[src/rtl/motor_pkg.sv]
// Shared types and defaults for the H-bridge motor controller.
// Optional soft-start ramp is enabled by defining MOTOR_SOFTSTART_EN.
package motor_pkg;

    localparam int MOTOR_NCH    = 2;
    localparam int MOTOR_PWM_W  = 8;
    localparam int MOTOR_DT_CYC = 16;

    typedef enum logic [1:0] {
        IDLE     = 2'd0,
        DEADTIME = 2'd1,
        DRIVE    = 2'd2,
        BRAKE    = 2'd3
    } motor_state_e;

    // Leg pattern for one bridge: DRIVE alternates drive/recirculate by pwm,
    // BRAKE shorts both low-sides, everything else coasts.
    function automatic logic [1:0] leg_drive(motor_state_e st, logic pwm, logic dir_q);
        logic [1:0] v;
        v = 2'b00;
        if (st == DRIVE)
            v = dir_q ? {pwm, ~pwm} : {~pwm, pwm};
        else if (st == BRAKE)
            v = 2'b11;
        return v;
    endfunction

endpackage

[src/rtl/motor_bridge_ctrl_if.sv]
// Per-channel command/status bundle between the controller top and one bridge channel.
// Channel behaviour under MOTOR_SOFTSTART_EN does not change this bundle.
interface motor_bridge_ctrl_if #(
    parameter int PWM_W = motor_pkg::MOTOR_PWM_W
);
    logic [PWM_W-1:0] duty;
    logic             dir;
    logic             en;
    logic             brake;
    logic [1:0]       mt;
    logic             en_o;
    logic             active;

    modport master (output duty, dir, en, brake, input  mt, en_o, active);
    modport slave  (input  duty, dir, en, brake, output mt, en_o, active);
endinterface

[src/rtl/motor_bridge_ch.sv]
// One H-bridge channel: state machine, dead-time counter, effective duty, registered leg drive.
// MOTOR_SOFTSTART_EN ramps duty_eff up by one step per PWM period.
module motor_bridge_ch
    import motor_pkg::*;
#(
    parameter int PWM_W  = MOTOR_PWM_W,
    parameter int DT_CYC = MOTOR_DT_CYC
) (
    input  logic               clk_sys,
    input  logic               rst_sys_n,
    input  logic [PWM_W-1:0]   i_cnt,
    input  logic               i_estop,
    motor_bridge_ctrl_if.slave ch
);
    localparam logic [7:0] DT_LOAD = 8'(DT_CYC);

    motor_state_e     r_state, w_state_nxt;
    logic             r_dir_q, w_dir_q_nxt;
    logic [7:0]       r_dt, w_dt_nxt;
    logic [PWM_W-1:0] r_duty_eff, w_duty_upd, w_duty_cur;
    logic             w_pwm;
    logic [1:0]       r_mt;
    logic             r_en_o, r_active;

    always_ff @(posedge clk_sys or negedge rst_sys_n) begin
        if (!rst_sys_n) begin
            r_state <= IDLE;
            r_dir_q <= 1'b0;
            r_dt    <= '0;
        end else begin
            r_state <= w_state_nxt;
            r_dir_q <= w_dir_q_nxt;
            r_dt    <= w_dt_nxt;
        end
    end

    always_comb begin
        w_state_nxt = r_state;
        w_dir_q_nxt = r_dir_q;
        w_dt_nxt    = r_dt;
        if (i_estop || !ch.en) begin
            w_state_nxt = IDLE;
        end else if (ch.brake) begin
            w_state_nxt = BRAKE;
        end else begin
            case (r_state)
                IDLE, BRAKE: begin
                    w_state_nxt = DEADTIME;
                    w_dir_q_nxt = ch.dir;
                    w_dt_nxt    = DT_LOAD;
                end
                DEADTIME: begin
                    if (ch.dir != r_dir_q) begin
                        w_dir_q_nxt = ch.dir;
                        w_dt_nxt    = DT_LOAD;
                    end else begin
                        w_dt_nxt = r_dt - 8'd1;
                        // counter hits zero on this edge: gap has lasted DT_CYC cycles
                        if (r_dt == 8'd1)
                            w_state_nxt = DRIVE;
                    end
                end
                DRIVE: begin
                    if (ch.dir != r_dir_q) begin
                        w_state_nxt = DEADTIME;
                        w_dir_q_nxt = ch.dir;
                        w_dt_nxt    = DT_LOAD;
                    end
                end
                default: w_state_nxt = IDLE;
            endcase
        end
    end

`ifdef MOTOR_SOFTSTART_EN
    assign w_duty_upd = (ch.duty > r_duty_eff) ? r_duty_eff + PWM_W'(1) : ch.duty;
`else
    assign w_duty_upd = ch.duty;
`endif

    // The cnt==0 cycle already uses the freshly sampled duty so a period never mixes two values.
    assign w_duty_cur = (i_cnt == '0) ? w_duty_upd : r_duty_eff;
    assign w_pwm      = (i_cnt < w_duty_cur);

    always_ff @(posedge clk_sys or negedge rst_sys_n) begin
        if (!rst_sys_n)
            r_duty_eff <= '0;
`ifdef MOTOR_SOFTSTART_EN
        else if (w_state_nxt != DRIVE)
            r_duty_eff <= '0;
`endif
        else
            r_duty_eff <= w_duty_cur;
    end

    always_ff @(posedge clk_sys or negedge rst_sys_n) begin
        if (!rst_sys_n) begin
            r_mt     <= 2'b00;
            r_en_o   <= 1'b0;
            r_active <= 1'b0;
        end else begin
            r_mt     <= leg_drive(r_state, w_pwm, r_dir_q);
            r_en_o   <= (r_state == DRIVE) || (r_state == BRAKE);
            r_active <= (r_state == DRIVE);
        end
    end

    assign ch.mt     = r_mt;
    assign ch.en_o   = r_en_o;
    assign ch.active = r_active;

endmodule

[src/rtl/motor_bridge_ctrl.sv]
// Multi-channel H-bridge controller: shared PWM counter plus NCH dead-time protected channels.
// Define MOTOR_SOFTSTART_EN to enable the per-channel duty ramp.
module motor_bridge_ctrl
    import motor_pkg::*;
#(
    parameter int NCH    = MOTOR_NCH,
    parameter int PWM_W  = MOTOR_PWM_W,
    parameter int DT_CYC = MOTOR_DT_CYC
) (
    input  logic                 clk_sys,
    input  logic                 rst_sys_n,
    input  logic [NCH*PWM_W-1:0] duty,
    input  logic [NCH-1:0]       dir,
    input  logic [NCH-1:0]       en,
    input  logic [NCH-1:0]       brake,
    input  logic                 estop,
    output logic [2*NCH-1:0]     mt,
    output logic [NCH-1:0]       en_o,
    output logic [NCH-1:0]       active
);
    // Period is 2^PWM_W-1 so a full-scale duty keeps the output on every cycle.
    localparam logic [PWM_W-1:0] CNT_LAST = {{(PWM_W-1){1'b1}}, 1'b0};

    logic [PWM_W-1:0] r_cnt;

    always_ff @(posedge clk_sys or negedge rst_sys_n) begin
        if (!rst_sys_n)
            r_cnt <= '0;
        else if (r_cnt == CNT_LAST)
            r_cnt <= '0;
        else
            r_cnt <= r_cnt + PWM_W'(1);
    end

    for (genvar g = 0; g < NCH; g++) begin : g_ch
        motor_bridge_ctrl_if #(.PWM_W(PWM_W)) ch_if ();

        assign ch_if.duty      = duty[g*PWM_W +: PWM_W];
        assign ch_if.dir       = dir[g];
        assign ch_if.en        = en[g];
        assign ch_if.brake     = brake[g];
        assign mt[2*g +: 2]    = ch_if.mt;
        assign en_o[g]         = ch_if.en_o;
        assign active[g]       = ch_if.active;

        motor_bridge_ch #(
            .PWM_W  (PWM_W),
            .DT_CYC (DT_CYC)
        ) u_ch (
            .clk_sys   (clk_sys),
            .rst_sys_n (rst_sys_n),
            .i_cnt     (r_cnt),
            .i_estop   (estop),
            .ch        (ch_if.slave)
        );
    end

endmodule

[config.mk]
export PLATFORM = sky130hd
export DESIGN_NAME = motor_bridge_ctrl
export DESIGN_NICKNAME = d
export VERILOG_FILES = /design/src/rtl/motor_pkg.sv /design/src/rtl/motor_bridge_ctrl_if.sv /design/src/rtl/motor_bridge_ch.sv /design/src/rtl/motor_bridge_ctrl.sv
export SDC_FILE = /design/constraint.sdc
export NUM_CORES = 1
export LEC_CHECK = 0
export ABC_AREA = 1
export BUFFER_PORTS_ARGS = -buffer_cell sky130_fd_sc_hd__buf_2
export CAP_MARGIN = 20
export CORE_MARGIN = 1
export CORE_UTILIZATION = 50
export CTS_CLUSTER_SIZE = 10
export DETAILED_ROUTE_END_ITERATION = 10
export PLACE_DENSITY = 0.77
export RECOVER_POWER = 50
export SYNTH_ARGS = -nofsm -noshare
export SYNTH_HDL_FRONTEND = slang
export SYNTH_SLANG_ARGS = --single-unit
[constraint.sdc]
create_clock -name clk_sys -period 5.2 [get_ports clk_sys]
set_input_delay 1.04 -clock clk_sys [delete_from_list [all_inputs] [get_ports clk_sys]]
set_output_delay 1.04 -clock clk_sys [all_outputs]
set_load 0.03 [all_outputs]
==> results.txt <==
first-pass GRT wire length: 9720 um
Setup Skew: 4.00 ps
Gate power share: 21.5%
relative slew slack: -88.2%
r2r endpoint: g_ch[1].u_ch.ch.mt[1]$_DFF_PN0_
HP Class: reg2reg
CTS Buffer Depth: 2
R2R depth: 17
CP Depth: 2
drt pass-1 iters: 4
yosys synthesis warning count: 0
Setup Buffers After CTS: 0
WP data arrival: 3130 ps
vias in the first global route: 2343
CTS tree: built
I/O Pins: 33
Total GRT Usage: 18.9%
sw power: 0.293 mW
die height: 80.5 um
Layout area overhead: 9.95%
CTS H-tree depth: 2
hold depth: 1
Hold Buf Count CTS: 0
register area: 0.00135 mm^2
CP peak stage delay: 1990 ps
hold endpoint: r_cnt[0]$_DFF_PN0_
max-slew violations: 55
setup_tns: 0 ps
Data required, critical path: 5000 ps
CTS Sinks: 54
GRT overflow: 0
Max Cap Viol: 1
CORE AREA: 0.00592 mm^2
drt drc: 0
Ant. Diodes: 0
switching portion of total power: 31.1%
Core Rows: 28
cells along the critical path: buf_2, clkbuf_1
Crit Reg-Reg Startpoint: r_cnt[0]$_DFF_PN0_
Crit Path Class: in2async
cells after synthesis: 375
Detail Route Antenna Nets: 0
DP HPWL: 4340 um
die area: 0.00648 mm^2
clk_lat worst skew: 300 ps
port bufs: 32
detailed-route via count: 2439
Fin. Hold Viols: 0
fmax: 0.300 GHz
Flop pwr share: 54.3%
CTS buffer count: 5
Vias/cell: 5.04
layout cells sized above 1: 16.6%
post-layout util: 57.2%
syn nets: 427
Internal: 0.651 mW
Distinct cells, synth: 34
overall die width: 80.5 um
crit-path max FO: 54
period utilization: 64.0%
Synth Cell Area: 0.00308 mm^2
Worst path slowest cell: clkbuf_1
slew at the pin closest to its max-slew limit: 2820 ps
status: finished with violations
post-synthesis sequential area ratio: 43.8%
Avg Synthesized Cell Area: 8.22 um^2
Initial Utilization: 52.0%
antenna violations before repair: 0
placer congestion estimate: 0.826
largest net degree at the start of global routing: 55
hold wc startpoint: r_cnt[0]$_DFF_PN0_
Post-Route WL: 5630 um
Fillers: 537
Period minus WS final: 3330 ps
Top delay family on crit path: buffers and inverters
nets: 462
Final Total Pwr: 0.944 mW
footprint of the multi-input gates: 0.00142 mm^2
initial DRC count: 145
Wirelength per Cell: 11.6 um
cts repair resizes: 0
crit end category: async pin
CTS clk-pin slew, worst paths: 90 ps
Power Density: 279 mW/mm^2
Buf/Inv on CP: 2
Static Leak: 1.79 nW
failing checks: max-capacitance violations, max-slew violations
worst vdd ir: 0.137 mV
RSZ-0062 raised after global routing: no
CTS Root Cell: clkbuf_8
# setup viols final: 0
r2r setup slk: 2170 ps
#FFs+latches synth: 54
CP Launch Type: input pin
clock power share: 24.2%
most frequent cells in the layout: inv_1, nand2_1, dfrtp_1
-- synth_stat cells --
| library cell | n | area [um^2] |
|---|---|---|
| nand3_1 | 20 | 100 |
| xnor2_1 | 2 | 17.5 |
| nor4_1 | 3 | 18.8 |
| nand4_1 | 1 | 6.26 |
| a21oi_1 | 15 | 75.1 |
| clkbuf_1 | 1 | 3.75 |
| o32ai_1 | 1 | 8.76 |
| inv_2 | 4 | 15.0 |
| nand2_2 | 2 | 12.5 |
| nor2_1 | 27 | 101 |
| nand3_4 | 1 | 17.5 |
| inv_1 | 68 | 255 |
| or2_1 | 2 | 12.5 |
| o31ai_1 | 3 | 22.5 |
| o21ai_0 | 26 | 130 |
| nor3_2 | 1 | 10.0 |
| nor2_4 | 1 | 11.3 |
| or2_2 | 14 | 87.6 |
| and2_1 | 2 | 12.5 |
| nor3_1 | 10 | 50.1 |
| xor2_1 | 2 | 17.5 |
| ha_1 | 27 | 338 |
| o22ai_1 | 2 | 12.5 |
| buf_4 | 4 | 30.0 |
| nand2_4 | 2 | 22.5 |
| a211oi_1 | 2 | 15.0 |
| nand3_2 | 2 | 20.0 |
| nand2_1 | 68 | 255 |
| dfrtp_1 | 54 | 1350 |
| buf_2 | 1 | 5.00 |
| a31oi_1 | 1 | 6.26 |
| nor2_2 | 2 | 12.5 |
| o21ai_1 | 1 | 5.00 |
| nor3b_1 | 3 | 22.5 |
-- registers in the layout, indices dropped and copies added (netlist names) --
| signal | flops |
|---|---|
| g_ch.u_ch.r_state | 4 |
| g_ch.u_ch.r_dir_q | 2 |
| g_ch.u_ch.r_duty_eff | 16 |
| g_ch.u_ch.r_dt | 16 |
| g_ch.u_ch.ch.active | 2 |
| g_ch.u_ch.ch.en_o | 2 |
| r_cnt | 8 |
| g_ch.u_ch.ch.mt | 4 |
-- per-layer routing --
| metal | global-route usage [%] | vias up | routed length, um |
|---|---|---|---|
| met4 | 4.11 | 0 | 70 |
| met3 | 3.98 | 9 | 191 |
| met5 | 0 | - | 0 |
| met1 | 23.9 | 1136 | 2570 |
| met2 | 33.1 | 48 | 2790 |
| li1 | - | 1246 | - |
-- area by class of cell --
type                       instances  area share, %
multi-input combinational        243           41.9
sequential                        54           39.9
inverter                          72           7.98
timing repair buffer              34           4.99
tap                               75           2.77
clock buffer                       6           2.44
-- how the worst max path moves through the flow --
stage                             startpoint                                to  slack [ps]
after global placement    r_cnt[0]$_DFF_PN0_   g_ch[1].u_ch.ch.mt[0]$_DFF_PN0_        2410
after floorplan           r_cnt[0]$_DFF_PN0_   g_ch[1].u_ch.ch.mt[0]$_DFF_PN0_        2730
after detailed placement  r_cnt[0]$_DFF_PN0_   g_ch[1].u_ch.ch.mt[1]$_DFF_PN0_        2180
after global routing               rst_sys_n                r_cnt[6]$_DFF_PN0_        1150
after CTS                 r_cnt[0]$_DFF_PN0_   g_ch[1].u_ch.ch.mt[1]$_DFF_PN0_        2150
final                              rst_sys_n  g_ch[1].u_ch.r_dt[4]$_DFFE_PN0P_        1870
-- power groups by stage --
stage / Combinational, mW / Sequential [mW] / Clock, mW
6_report: 0.203 / 0.513 / 0.229
5_1_grt: 0.237 / 0.520 / 0.253
4_1_cts: 0.205 / 0.513 / 0.234
3_5_place_dp: 0.204 / 0.521 / 0
3_3_place_gp: 0.196 / 0.517 / 0
2_1_floorplan: 0.150 / 0.516 / 0
-- cell families after synthesis --
logic type | Yosys count | synth area share, %
AOI/OAI and AO/OA | 51 | 8.93
xor gates and xnor gates | 4 | 1.14
adders and majority gates | 27 | 11.0
buffers and inverters | 78 | 10.0
DFF | 54 | 43.8
and+or+nand+nor | 161 | 25.1
-- metrics by stage --
step	hold slack, ps	setup slack [ps]	cells	area (um^2)
finish	468	1870	484	3390
global placement	444	2410	477	3300
global route	512	1150	484	3390
detailed placement	461	2180	478	3310
floorplan	432	2730	375	3080
CTS	474	2150	484	3390
Note: power is estimated with default switching activity, not from simulation.
